===== src/rtl/riscv_lsu_ctrl.sv =====
// rtl/riscv_lsu_ctrl.sv - RISC-V load/store sequencer driving a req/gnt/rvalid data bus with timeout watchdog
// Optional misaligned-access trap enabled by defining LSU_MISALIGN_CHECK_EN.
module riscv_lsu_ctrl #(
    parameter int unsigned TIMEOUT_CYCLES = 255
) (
    input  logic        clk_i,
    input  logic        arstn_i,
    input  logic        lsu_req_i,
    input  logic        lsu_we_i,
    input  logic [2:0]  lsu_size_i,
    input  logic [31:0] lsu_addr_i,
    input  logic [31:0] lsu_wdata_i,
    output logic [31:0] lsu_rdata_o,
    output logic        lsu_stall_req_o,
    output logic        lsu_bus_err_o,
    output logic        lsu_misalign_o,
    output logic        data_req_o,
    output logic        data_we_o,
    output logic [3:0]  data_be_o,
    output logic [31:0] data_addr_o,
    output logic [31:0] data_wdata_o,
    input  logic        data_gnt_i,
    input  logic        data_rvalid_i,
    input  logic [31:0] data_rdata_i
);
    typedef enum logic [1:0] {IDLE, REQ, RESP, DONE} state_e;

    localparam logic [15:0] TIMEOUT_LAST = 16'(TIMEOUT_CYCLES - 1);

    state_e      state_q;
    logic [2:0]  size_q;
    logic [1:0]  off_q;
    logic [15:0] cnt_q;

    logic        in_byte;
    logic        in_half;
    logic [1:0]  in_off;
    logic [3:0]  in_be;
    logic [31:0] in_wdata;
    logic        timeout;
    logic [31:0] rd_shift;
    logic [31:0] rd_fmt;

    // Size encoding: [1:0]==0 byte, ==1 half, anything else word; bit 2 selects zero-extension.
    always_comb begin
        in_byte  = (lsu_size_i[1:0] == 2'd0);
        in_half  = (lsu_size_i[1:0] == 2'd1);
        in_off   = 2'b00;
        in_be    = 4'b1111;
        in_wdata = lsu_wdata_i;
        if (in_byte) begin
            in_off   = lsu_addr_i[1:0];
            in_be    = 4'b0001 << lsu_addr_i[1:0];
            in_wdata = {4{lsu_wdata_i[7:0]}};
        end else if (in_half) begin
            in_off   = {lsu_addr_i[1], 1'b0};
            in_be    = 4'b0011 << {lsu_addr_i[1], 1'b0};
            in_wdata = {2{lsu_wdata_i[15:0]}};
        end
    end

`ifdef LSU_MISALIGN_CHECK_EN
    logic in_misalign;
    assign in_misalign = (in_half && lsu_addr_i[0]) ||
                         (!in_byte && !in_half && (lsu_addr_i[1:0] != 2'b00));
`endif

    always_comb begin
        rd_shift = data_rdata_i >> {off_q, 3'b000};
        case (size_q)
            3'd0:    rd_fmt = {{24{rd_shift[7]}}, rd_shift[7:0]};
            3'd4:    rd_fmt = {24'd0, rd_shift[7:0]};
            3'd1:    rd_fmt = {{16{rd_shift[15]}}, rd_shift[15:0]};
            3'd5:    rd_fmt = {16'd0, rd_shift[15:0]};
            default: rd_fmt = rd_shift;
        endcase
    end

    // >= rather than == so a grant landing on the last budget cycle still aborts promptly in RESP.
    assign timeout = (cnt_q >= TIMEOUT_LAST);

    assign lsu_stall_req_o = arstn_i & lsu_req_i & (state_q != DONE);

    always_ff @(posedge clk_i or negedge arstn_i) begin
        if (!arstn_i) begin
            state_q        <= IDLE;
            size_q         <= 3'd0;
            off_q          <= 2'd0;
            cnt_q          <= 16'd0;
            lsu_rdata_o    <= 32'd0;
            lsu_bus_err_o  <= 1'b0;
            lsu_misalign_o <= 1'b0;
            data_req_o     <= 1'b0;
            data_we_o      <= 1'b0;
            data_be_o      <= 4'd0;
            data_addr_o    <= 32'd0;
            data_wdata_o   <= 32'd0;
        end else begin
            lsu_bus_err_o  <= 1'b0;
            lsu_misalign_o <= 1'b0;
            case (state_q)
                IDLE: begin
                    cnt_q <= 16'd0;
                    if (lsu_req_i) begin
                        size_q       <= lsu_size_i;
                        off_q        <= in_off;
                        data_we_o    <= lsu_we_i;
                        data_be_o    <= in_be;
                        data_addr_o  <= {lsu_addr_i[31:2], 2'b00};
                        data_wdata_o <= in_wdata;
`ifdef LSU_MISALIGN_CHECK_EN
                        if (in_misalign) begin
                            state_q        <= DONE;
                            lsu_misalign_o <= 1'b1;
                            if (!lsu_we_i) lsu_rdata_o <= 32'd0;
                        end else begin
                            state_q    <= REQ;
                            data_req_o <= 1'b1;
                        end
`else
                        state_q    <= REQ;
                        data_req_o <= 1'b1;
`endif
                    end
                end
                REQ: begin
                    cnt_q <= cnt_q + 16'd1;
                    if (data_gnt_i) begin
                        data_req_o <= 1'b0;
                        state_q    <= data_we_o ? DONE : RESP;
                    end else if (timeout) begin
                        data_req_o    <= 1'b0;
                        state_q       <= DONE;
                        lsu_bus_err_o <= 1'b1;
                        if (!data_we_o) lsu_rdata_o <= 32'd0;
                    end
                end
                RESP: begin
                    cnt_q <= cnt_q + 16'd1;
                    if (data_rvalid_i) begin
                        lsu_rdata_o <= rd_fmt;
                        state_q     <= DONE;
                    end else if (timeout) begin
                        lsu_rdata_o   <= 32'd0;
                        lsu_bus_err_o <= 1'b1;
                        state_q       <= DONE;
                    end
                end
                DONE: begin
                    state_q <= IDLE;
                end
                default: state_q <= IDLE;
            endcase
        end
    end
endmodule

===== config.mk =====
export PLATFORM = sky130hd
export DESIGN_NAME = riscv_lsu_ctrl
export DESIGN_NICKNAME = d
export VERILOG_FILES = /design/src/rtl/riscv_lsu_ctrl.sv
export SDC_FILE = /design/constraint.sdc
export NUM_CORES = 1
export LEC_CHECK = 0
export BUFFER_PORTS_ARGS = -buffer_cell sky130_fd_sc_hd__buf_4
export CAP_MARGIN = 25
export CORE_MARGIN = 2
export CORE_UTILIZATION = 54
export DETAILED_ROUTE_END_ITERATION = 10
export PLACE_DENSITY = 0.85
export SYNTH_ARGS = -nofsm -noshare
export SYNTH_HDL_FRONTEND = slang
export SYNTH_SLANG_ARGS = --single-unit

===== constraint.sdc =====
create_clock -name clk_i -period 3 [get_ports clk_i]
set_input_delay 0.6 -clock clk_i [delete_from_list [all_inputs] [get_ports clk_i]]
set_output_delay 0.6 -clock clk_i [all_outputs]
set_load 0.05 [all_outputs]

-- Word-level counts from Yosys, hierarchy flattened
Index checks and enable logic that the tools add are counted.
- register bits: 124
- input port bits: 105
- output and inout bits: 105
- word-level logic and storage cells: 70
- add/sub/neg operators: 1
- magnitude comparators: 1
- equality and inequality tests: 14
- shifts and indexed selects: 3
- multiplexer cells: 28
- bitwise logic cells: 2
- reductions and logical operators: 10
- operators with widths (kind ; number):
    two-way mux 32 bit ; 7
    one-hot mux 32 bit (4 select lines) ; 1
    one-hot mux 32 bit (2 select lines) ; 1
    one-hot mux 16 bit (2 select lines) ; 1
    >> shifter 32 x 5 -> 32 bit ; 1
    adder 16 x 1 -> 16 bit (second input constant) ; 1
    >= comparator 16 x 8 -> 1 bit (second input constant) ; 1
    two-way mux 2 bit ; 6
    != test 2 bit (second input constant) ; 5
    two-way mux 4 bit ; 2
    one-hot mux 2 bit (4 select lines) ; 1
    two-way mux 1 bit ; 7
    == test 3 bit (second input constant) ; 2
    != test 3 bit (second input constant) ; 2
    nonzero test 2 bit ; 3
    AND reduction 5 bit ; 1
    == test 2 x 1 -> 1 bit (second input constant) ; 2
    == test 2 bit (second input constant) ; 2
    logical NOT 2 bit ; 2
    one-hot mux 1 bit (2 select lines) ; 2
    << shifter 1 x 2 -> 4 bit (first input constant) ; 1
    << shifter 2 x 2 -> 4 bit (first input constant) ; 1
    == test 3 x 1 -> 1 bit (second input constant) ; 1
    logical NOT 3 bit ; 1
    4 further kinds ; 5

-- Longest topological paths before layout
Gate-level depths: netlist of run 1.
- word-level depth: 4
- mapped depth: 9
- depth with buffers taken out: 7

-- Worst setup path after synthesis of run 1
Ideal clock, no wire load.
- kind: register -> output
- start point: reg state_q[1]
- end point: out lsu_stall_req_o
- arrival time: 1.455 ns
- required time: 2.400 ns
- path slack: 0.945 ns
- cell stages (with the launch flop): 4
- path buffers: 1
- cells stage by stage: dfrtp_1 ha_1 clkbuf_1 nor2_1
- longest elaborated chain between the ends: 2
- RTL lines (element ; line ; text):
    start: declaration ; 30 ; state_e state_q;
    start signal: assignment ; 130 ; state_q <= data_we_o ? DONE : RESP;
    != test 2 bit ; 82 ; assign lsu_stall_req_o = arstn_i & lsu_req_i & (state_q != DONE);
    bitwise AND 1 bit ; 82 ;
    end: declaration ; 14 ; output logic lsu_stall_req_o,
No other way between the ends.

-- Worst setup path after layout of run 1
- start point: reg state_q[0]
- end point: reg lsu_rdata_o[2]
- longest elaborated chain between the ends: 3
- elaborated cells between the ends (all ways): 9
- classes of those cells: 6 x eq/ne; 1 x mux; 2 x reduce/logical
- RTL lines (element ; line ; text):
    == test 2 bit / == test 2 x 1 -> 1 bit (equally long branches) ; 101 ; case (state_q)
    != test 3 bit (no source line) (tied with other cells) ; -- ;
    AND reduction 5 bit (no source line) ; -- ;
    end signal: assignment ; 141 ; lsu_rdata_o <= rd_fmt;
    end: declaration ; 13 ; output logic [31:0] lsu_rdata_o,
Parallel ways exist; a longest one is shown, timed or not.
A chain may end at the register's enable or synchronous reset.

==> results.txt, run 1 <==
status: finished, final reports clean
share of total power in the clock network: 0.222
Die Ht: 110 µm
I/O pin cnt: 210
post-cts resize count: 0
Gate power share: 0.502
HPWL Detailed: 11.7 mm
busiest grt layer: met2
synthesis-to-layout area growth: 36.7%
fmax: 395 MHz
ant diodes: 0
power share of the sequential group: 0.276
Pins Over Slew Limit: 0
Tot Pwr: 9.80 mW
Critical Path Start Type: flip-flop
Synth Area in XOR/XNOR: 0.0115
multiplexer area fraction after synthesis: 0.151
Crit Path Class: flip-flop to flip-flop
worst setup margin: 0.469 ns
slew margin rel.: 0.454
post-layout util: 0.763
Global Route met1 Usage: 0.333
initial core utilization: 0.558
Min Hold Slack: 0.0598 ns
htree depth: 4
initial antenna violation count: 0
top cell type's share of synthesized area: 0.508
CTS Buffer Depth: 2
CP endpoint kind: flip-flop
most numerous cell in the Yosys netlist: dfrtp_1
Final GP Congestion: 0.881
total gr overflow: 0
first-pass GRT wire length: 26.0 mm
routed len/inst: 18.0 µm
clock root cell: clkbuf_16
CTS tree: yes
Hold Path Class: input port to asynchronous set/reset pin
DR vias/cell: 5.60
P_int: 5.29 mW
Worst Tran Pin Value: 0.819 ns
total track usage: 0.279
Max-Cap Viols: 0
ys async rst share: 1.00
min cycle time layout: 2.53 ns
NetSw: 4.51 mW
CP max FO: 24
Post-Syn Instances: 559
Clk Latency, worst-skew pair: 0.41 ns
setup TNS: 0 ns
grt met3 use: 0.0941
synthesized-area fraction occupied by adder cells: 0.0164
Pre-antenna DRT Iters: 5
Post-Syn Area per Cell: 10.9 µm²
Die X-Extent: 110 µm
crit share post-route: 0.844
leading area contributor after synthesis: dfrtp_1
Setup-failing EPs final: 0
final cell count without fillers: 908
Netlist cell types: 51
Final Hold Vio Count: 0
# nets final: 868
RSZ-0062 raised after global routing: false
clk sink count: 124
clock slew at reported path FFs: 0.06 ns
hold_buf cts: 0
Port Buf Inserts: 206
main combinational cell family by area after synthesis: compound AO/OA/AOI/OAI gates
Synth Flop Type: dfrtp_1
Arr. time, crit path: 2.83 ns
fillers: 736
Worst EP required: 3.30 ns
Seq cells post-synth: 124
FF-to-FF Start: state_q[0]
Worst IR Drop VDD: 0.968 mV
Core Region: 10900 µm²
drt total wl: 16.4 mm
Crit. Startpoint: state_q[0]
post-CTS setup buffers: 0
R2R cell count: 8
DRC violations left: 0
met2 usage: 0.472
FP Rows: 38
Initial DRC Count: 255
number of enable flip-flop cells after synthesis: 0
layout cell share with drive strength beyond 1: 0.396
synth cell count leaders: 124 x dfrtp_1, 64 x nand2_1, 46 x o21ai_0, 42 x mux2_2, 42 x mux2i_1
clk_skew: 0.00943 ns
largest net degree at the start of global routing: 67
area post-placement: 7710 µm²
r2r endpoint: lsu_rdata_o[2]
switching share of power: 0.460
Leakage: 4.03 nW
vias in the first global route: 5210
dpl ws: 0.471 ns
Seq/Total Area, Yosys: 0.508
Placed Cells: 876
yosys warns: 0
R2R setup slack: 0.47 ns
Synth area leaders: dfrtp_1 51%, mux2_2 7.7%, mux2i_1 6.9%, nand2_1 3.9%, o21ai_0 3.8%
Final ANT Viol Nets: 0
Post-Syn Area: 6110 µm²
post-synthesis compound-gate area fraction: 0.173
vias: 5081
PwrDens: 1170 nW/µm²
final instance area: 8350 µm²
cts bufs inserted: 17
post-synthesis simple-gate area fraction: 0.104
die area: 12200 µm²
==> registers in the layout (all words and copies together) (netlist names) <==
signal	count
cnt_q	16
data_addr_o	30
data_be_o	4
data_req_o	1
data_wdata_o	32
data_we_o	1
lsu_bus_err_o	1
lsu_rdata_o	32
off_q	2
size_q	3
state_q	2
==> worst max-delay path by stage <==
stage                      end  slack [ns]  depth (start not counted)
5_1_grt         lsu_rdata_o[4]        0.26                          8
3_3_place_gp    lsu_rdata_o[4]        0.63                          8
3_5_place_dp    lsu_rdata_o[2]        0.47                          8
4_1_cts         lsu_rdata_o[2]        0.48                          8
2_1_floorplan  lsu_stall_req_o        0.94                          3
6_report        lsu_rdata_o[2]        0.47                          8
==> cells by family after synthesis <==
logic type,after synthesis
other cells,1
xor+xnor,8
simple gates,138
compound gates,151
fa+ha+maj,8
mux,85
flops,124
buf+inv,44
==> power groups by stage <==
stage / Sequential [mW] / Clock [mW] / Combinational [mW]
floorplan: 4.54 / 0 / 1.58
global placement: 2.68 / 0 / 4.81
detailed placement: 2.72 / 0 / 4.91
CTS: 2.71 / 2.20 / 4.93
global route: 2.78 / 2.28 / 5.21
finish: 2.71 / 2.18 / 4.92
==> cell type report <==
cell class	count	area, µm²	area share
clock buffers	18	439	0.0526
repair buffers	213	1610	0.193
clock inverters	14	195	0.0234
well taps	140	175	0.0210
inverters	6	22.5	0.00270
flip-flops and latches	124	3100	0.372
multi-input cells	393	2800	0.336
==> cell usage in the layout, fill, tap and decap left out, types with 7 or more instances in the layout <==
cell type / count
nor2_1: 27
o31ai_2: 10
a2111oi_0: 7
clkbuf_16: 17
a21o_1: 10
o21a_1: 9
nor2b_1: 14
nand2_1: 63
a21oi_1: 23
o31ai_1: 9
dfrtp_1: 124
a211oi_1: 9
ha_1: 8
a22o_1: 8
a21boi_0: 9
mux2i_1: 42
o21ai_0: 46
nand3_1: 7
buf_4: 212
mux2_2: 42
==> layer usage <==
metal	up-vias	share of wire
met5	-	0
met4	0	0.019
met3	34	0.089
met2	214	0.50
met1	2446	0.39
li1	2387	-
==> worst max-delay path, stage by stage, from the launching register on <==
cell and delay [ns]:
dfrtp_1 0.40, inv_1 0.16, ha_1 0.26, nor2b_1 0.18
nor2_1 0.09, o31ai_4 0.65, buf_4 0.39, a2111oi_0 0.10
a21o_1 0.18
No activity file was read; power rests on OpenSTA's default activity.
==> inputs of run 2 (changes only) <==
--- a/config.mk
+++ b/config.mk
@@ -8,9 +8,9 @@
 export BUFFER_PORTS_ARGS = -buffer_cell sky130_fd_sc_hd__buf_4
 export CAP_MARGIN = 25
 export CORE_MARGIN = 2
-export CORE_UTILIZATION = 54
+export CORE_UTILIZATION = 46
 export DETAILED_ROUTE_END_ITERATION = 10
-export PLACE_DENSITY = 0.85
+export PLACE_DENSITY = 0.77
 export SYNTH_ARGS = -nofsm -noshare
 export SYNTH_HDL_FRONTEND = slang
 export SYNTH_SLANG_ARGS = --single-unit
==> constraint.sdc (replaced) <==
create_clock -name clk_i -period 2.3 [get_ports clk_i]
set_input_delay 0.46 -clock clk_i [delete_from_list [all_inputs] [get_ports clk_i]]
set_output_delay 0.46 -clock clk_i [all_outputs]
set_load 0.05 [all_outputs]
==> run 2 against run 1 <==
Worst setup slack got worse by 0.34 ns. Critical path depth did not move. Sequential power rose by 30%. Largest power group unchanged. Via count fell by 0.79%.
==> results.txt, run 2 (synthesized netlist as in run 1, its figures left out) <==
status: finished, final reports clean
initial antenna violation count: 0 (unchanged)
Largest delay share family, worst path: compound AO/OA/AOI/OAI gates
first-pass GRT wire length: 26.1 mm (+0.56%)
power share of the sequential group: 0.278 (+0.002)
clock slew at reported path FFs: 0.05 ns (about the same)
R2R cell count: 8 (unchanged)
FF-to-FF Start: state_q[1]
Initial DRC Count: 288 (+13%)
total gr overflow: 0 (unchanged)
hold_buf cts: 0 (unchanged)
ant diodes: 0 (unchanged)
CP max FO: 44 (+83%)
share of total power in the clock network: 0.207 (-0.015)
CTS tree: yes
Worst IR Drop VDD: 1.08 mV (+12%)
r2r endpoint: lsu_rdata_o[4]
layout cell share with drive strength beyond 1: 0.396 (about the same)
Critical Path Slowest Stage Cell: a2111oi_0
min cycle time layout: 2.17 ns (-0.361 ns)
htree depth: 4 (unchanged)
Final ANT Viol Nets: 0 (unchanged)
setup TNS: 0 ns (unchanged)
Leakage: 4.06 nW (+0.75%)
P_int: 6.81 mW (+29%)
Setup-failing EPs final: 0 (unchanged)
clk sink count: 124 (unchanged)
Max-Cap Viols: 0 (unchanged)
commonest non-fill, non-tap cells in the layout: 218 x buf_4, 124 x dfrtp_1, 63 x nand2_1
R2R setup slack: 0.13 ns (-0.34 ns)
slew margin rel.: 0.481 (+0.0273)
Pre-antenna DRT Iters: 7 (+2)
CP endpoint kind: flip-flop
crit-path cells: inv_1 -> ha_1 -> or3b_1 -> o21ai_2 -> o31ai_4 -> buf_12 -> a2111oi_0 -> a21o_1
Gate power share: 0.514 (+0.012)
DRC violations left: 0 (unchanged)
Die Ht: 119 µm (+8.0%)
CTS Buffer Depth: 2 (unchanged)
fillers: 1024 (+39%)
total track usage: 0.235 (-0.0441)
HPWL Detailed: 11.8 mm (+1.1%)
clk_skew: 0.00466 ns (-0.00477 ns)
drt total wl: 16.0 mm (-2.6%)
initial core utilization: 0.467 (-0.0917)
PwrDens: 1500 nW/µm² (+27%)
DR vias/cell: 5.30 (-5.4%)
Port Buf Inserts: 206 (unchanged)
post-cts resize count: 0 (unchanged)
Pins Over Slew Limit: 0 (unchanged)
I/O pin cnt: 210 (unchanged)
Arr. time, crit path: 2.52 ns (-0.31 ns)
max incr delay on CP: 0.46 ns (-0.19 ns)
Worst Tran Pin Value: 0.778 ns (-0.0410 ns)
Worst EP required: 2.65 ns (-0.65 ns)
biggest regs: data_wdata_o x32, lsu_rdata_o x32, data_addr_o x30
FP Rows: 42 (+11%)
RSZ-0062 raised after global routing: false
Die X-Extent: 119 µm (+8.0%)
Final GP Congestion: 0.881 (about the same)
switching share of power: 0.460 (about the same)
clock root cell: clkbuf_16
final cell count without fillers: 952 (+4.8%)
cts bufs inserted: 17 (unchanged)
crit share post-route: 0.943 (+0.0999)
post-CTS setup buffers: 0 (unchanged)
NetSw: 5.79 mW (+28%)
Final Hold Vio Count: 0 (unchanged)
die area: 14200 µm² (+17%)
CP bufs+invs: 2 (unchanged)
vias: 5041 (-0.79%)
most common library cell in the layout ignoring fill and taps: buf_4
fmax: 461 MHz (+17%)
# nets final: 876 (+0.92%)
Crit Path Class: flip-flop to flip-flop
Placed Cells: 920 (+5.0%)
Clk Latency, worst-skew pair: 0.42 ns (about the same)
Hold Path Class: input port to asynchronous set/reset pin
Core Region: 13100 µm² (+20%)
Critical Path Start Type: flip-flop
vias in the first global route: 5286 (+1.5%)
routed len/inst: 16.8 µm (-7.1%)
synthesis-to-layout area growth: 37.8%
largest net degree at the start of global routing: 125 (+87%)
## run 2: cell count changes in the layout (fill, tap and decap cells not counted), moves of 3 or more
cell	previous run	this run
buf_4	212	218
clkbuf_1	0	5
clkinv_4	4	0
clkinvlp_4	4	1
## run 2: cell type report
| type | instances | area, µm² | area share |
|---|---|---|---|
| sequential | 124 | 3100 | 0.369 |
| multi-input combinational | 393 | 2800 | 0.333 |
| timing repair buffer | 221 | 1700 | 0.202 |
| clock buffer | 25 | 485 | 0.0577 |
| tap | 176 | 220 | 0.0262 |
| clock inverter | 7 | 87.6 | 0.0104 |
| inverter | 6 | 22.5 | 0.00268 |
## run 2: worst register-to-register path, stage by stage (launching register included)
cell       delay, ns
dfrtp_1         0.42
inv_1           0.13
ha_1            0.18
or3b_1          0.37
o21ai_2         0.10
o31ai_4         0.10
buf_12          0.18
a2111oi_0       0.48
a21o_1          0.15
## run 2: metal layers
layer  part of all wire  up-vias  track usage
li1                   -     2410            -
met1               0.40     2395        0.278
met2               0.49      213        0.385
met3              0.093       23       0.0905
met4              0.016        0       0.0915
met5                  0        -            0
## run 2: metrics by stage
stage	util	setup WS [ns]	total power [mW]	hold slack, ns	area, µm²
detailed placement	0.599	0.160	10.0	0.472	7840
finish	0.643	0.130	12.6	0.130	8420
global route	0.643	0.00199	13.2	0.244	8420
floorplan	-	0.357	7.99	0.164	6110
CTS	0.643	0.147	12.7	0.217	8420
global placement	0.599	0.261	9.88	0.464	7840
## run 2: how the worst max path moves through the flow
stage               slack [ns]  cells past startpoint        endpoint       start
floorplan                 0.36                      8  lsu_rdata_o[0]  state_q[1]
global placement          0.26                      8  lsu_rdata_o[4]  state_q[1]
detailed placement        0.16                      8  lsu_rdata_o[8]  state_q[1]
CTS                       0.15                      8  lsu_rdata_o[4]  state_q[1]
global route             0.002                      8  lsu_rdata_o[8]  state_q[1]
finish                    0.13                      8  lsu_rdata_o[4]  state_q[1]
## run 2: power groups by stage
stage	Combinational (mW)	Sequential, mW	Clock (mW)
5_1_grt	6.88	3.61	2.76
6_report	6.48	3.51	2.61
4_1_cts	6.52	3.51	2.65
3_5_place_dp	6.51	3.53	0
2_1_floorplan	2.07	5.92	0
3_3_place_gp	6.40	3.48	0
==> inputs of run 3 (changes only) <==
--- a/config.mk
+++ b/config.mk
@@ -7,6 +7,7 @@
 export LEC_CHECK = 0
 export BUFFER_PORTS_ARGS = -buffer_cell sky130_fd_sc_hd__buf_4
 export CAP_MARGIN = 25
+export CORE_ASPECT_RATIO = 1.2
 export CORE_MARGIN = 2
 export CORE_UTILIZATION = 46
 export DETAILED_ROUTE_END_ITERATION = 10
==> constraint.sdc (replaced) <==
create_clock -name clk_i -period 2.3 [get_ports clk_i]
set_input_delay 0.115 -clock clk_i [delete_from_list [all_inputs] [get_ports clk_i]]
set_output_delay 0.115 -clock clk_i [all_outputs]
set_load 0.05 [all_outputs]
==> run 3 against run 2 <==
Clock skew grew 0.0053 ns. Critical path depth is the same. Combinational power rose by 3%. First-iteration DRC count decreased by 4.9%. Sequential share of layout area shrank 2.1 points. Flip-flop and latch count unchanged. Cell area increased by 6.1%. Die area hardly changed. Total power is 3.5% higher. Largest cell class unchanged.
==> results.txt, run 3 (synthesized netlist as in run 1, its figures left out) <==
Placed Cells: 911 (-0.98%)
biggest regs: data_wdata_o x32, lsu_rdata_o x32, data_addr_o x30
routed len/inst: 17.9 µm (+7.0%)
initial antenna violation count: 0 (unchanged)
initial core utilization: 0.467 (+0.000715)
drt total wl: 17.7 mm (+11%)
CP endpoint kind: flip-flop
RSZ-0062 raised after global routing: false
Initial DRC Count: 274 (-4.9%)
first-pass GRT wire length: 27.8 mm (+6.6%)
Worst Tran Pin Value: 0.796 ns (+0.0183 ns)
largest net degree at the start of global routing: 125 (unchanged)
clock root cell: clkbuf_16
Die Ht: 130 µm (+9.2%)
Clk Latency, worst-skew pair: 0.41 ns (about the same)
DRC violations left: 0 (unchanged)
final cell count without fillers: 989 (+3.9%)
die area: 14200 µm² (about the same)
Worst IR Drop VDD: 1.20 mV (+11%)
PwrDens: 1460 nW/µm² (-2.4%)
slew margin rel.: 0.469 (-0.0122)
Critical Path Start Type: flip-flop
Critical Path Slowest Stage Cell: dfrtp_1
Leakage: 4.26 nW (+5.0%)
Die X-Extent: 109 µm (-8.4%)
Final Hold Vio Count: 0 (unchanged)
DR vias/cell: 5.48 (+3.6%)
clock slew at reported path FFs: 0.06 ns (about the same)
Pins Over Slew Limit: 0 (unchanged)
Final GP Congestion: 0.820 (-6.9%)
layout cell share with drive strength beyond 1: 0.379 (-0.0164)
Setup-failing EPs final: 0 (unchanged)
# nets final: 920 (+5.0%)
crit share post-route: 0.946 (+0.00239)
status: finished, final reports clean
Crit Path Class: flip-flop to flip-flop
Final ANT Viol Nets: 0 (unchanged)
Min Hold Slack: 0.00613 ns (-0.123 ns)
total gr overflow: 0 (unchanged)
Arr. time, crit path: 2.52 ns (about the same)
Worst EP required: 2.64 ns (about the same)
Port Buf Inserts: 206 (unchanged)
CTS Buffer Depth: 2 (unchanged)
FP Rows: 46 (+9.5%)
commonest non-fill, non-tap cells in the layout: 217 x buf_4, 124 x dfrtp_1, 63 x nand2_1
max incr delay on CP: 0.44 ns (-0.02 ns)
cts bufs inserted: 17 (unchanged)
Max-Cap Viols: 0 (unchanged)
crit-path cells: inv_1 -> ha_1 -> or3b_1 -> o21ai_2 -> o31ai_4 -> buf_12 -> a211oi_4 -> a22o_1
total track usage: 0.252 (+0.0179)
min cycle time layout: 2.18 ns (+0.00549 ns)
post-CTS setup buffers: 0 (unchanged)
Largest delay share family, worst path: compound AO/OA/AOI/OAI gates
Hold Path Class: input port to flip-flop
most common library cell in the layout ignoring fill and taps: buf_4
CP bufs+invs: 2 (unchanged)
synthesis-to-layout area growth: 46.2%
HPWL Detailed: 12.1 mm (+2.8%)
clk_skew: 0.00993 ns (+0.00527 ns)
htree depth: 4 (unchanged)
setup TNS: 0 ns (unchanged)
Pre-antenna DRT Iters: 4 (-3)
clk sink count: 124 (unchanged)
CP max FO: 48 (+9.1%)
fmax: 460 MHz (-0.25%)
vias: 5423 (+7.6%)
I/O pin cnt: 210 (unchanged)
CTS tree: yes
Core Region: 13100 µm² (-0.15%)
vias in the first global route: 5532 (+4.7%)
## run 3: cell types whose count changed in the layout (fill, tap and decap cells not counted), moves of 2 or more
cell and delta:
a2111oi_2 +2, clkbuf_1 -3, a2111oi_0 -4, clkinvlp_4 +2, a2111oi_1 +2, dlygate4sd3_1 +45
bufinv_16 +2
## run 3: worst paths after layout
kind,start,to,slack [ns],cells past startpoint
worst min register to register,data_wdata_o[16],data_wdata_o[16],0.48,2
worst max-delay path,state_q[1],lsu_rdata_o[12],0.12,8
max in group asynchronous,arstn_i,data_wdata_o[13],1.37,3
worst max register to register,state_q[1],lsu_rdata_o[12],0.12,8
worst min-delay path,lsu_wdata_i[16],data_wdata_o[16],0.006,3
min in group asynchronous,arstn_i,lsu_rdata_o[26],0.41,3
## run 3: timing repair
item,CTS,global route
gates resized for setup,1,6
pin swaps,0,1
setup endpoints to repair,4,10
hold endpoints to repair,168,0
hold buffers,45,0
## run 3: worst register-to-register path, cell delays in order, from the launching register on
cell and delay (ns):
dfrtp_1 0.44, inv_1 0.17, ha_1 0.20, or3b_1 0.38
o21ai_2 0.09, o31ai_4 0.10, buf_12 0.19, a211oi_4 0.34
a22o_1 0.20
## run 3: metrics by stage
step | utilization | instance area (µm²) | setup slack (ns) | power [mW]
after floorplan | - | 6110 | 0.357 | 7.99
after global placement | 0.599 | 7830 | 0.205 | 9.90
after detailed placement | 0.599 | 7830 | 0.0511 | 10.1
after CTS | 0.682 | 8910 | 0.0417 | 13.1
after global routing | 0.683 | 8930 | 0.00152 | 13.7
final | 0.683 | 8930 | 0.125 | 13.0
## run 3: power breakdown
group          leakage (nW)  internal [mW]  switching, mW
combinational          2.38           2.21           4.44
sequential             1.58           2.98          0.575
clock                 0.299           1.87          0.965
total                  4.26           7.06           5.99
## run 3: metal layers
layer	wire length (µm)	track usage
met3	1150	0.0619
met4	576	0.121
met1	6590	0.295
met2	9410	0.435
met5	0	0
## run 3: cell type report
| class | instances | area, µm² |
|---|---|---|
| fill | 935 | 4140 |
| clock buffer | 21 | 460 |
| sequential | 124 | 3100 |
| timing repair buffer | 265 | 2140 |
| multi-input combinational | 393 | 2820 |
| antenna | 1 | 2.50 |
| clock inverter | 11 | 166 |
| inverter | 6 | 22.5 |
| tap | 168 | 210 |
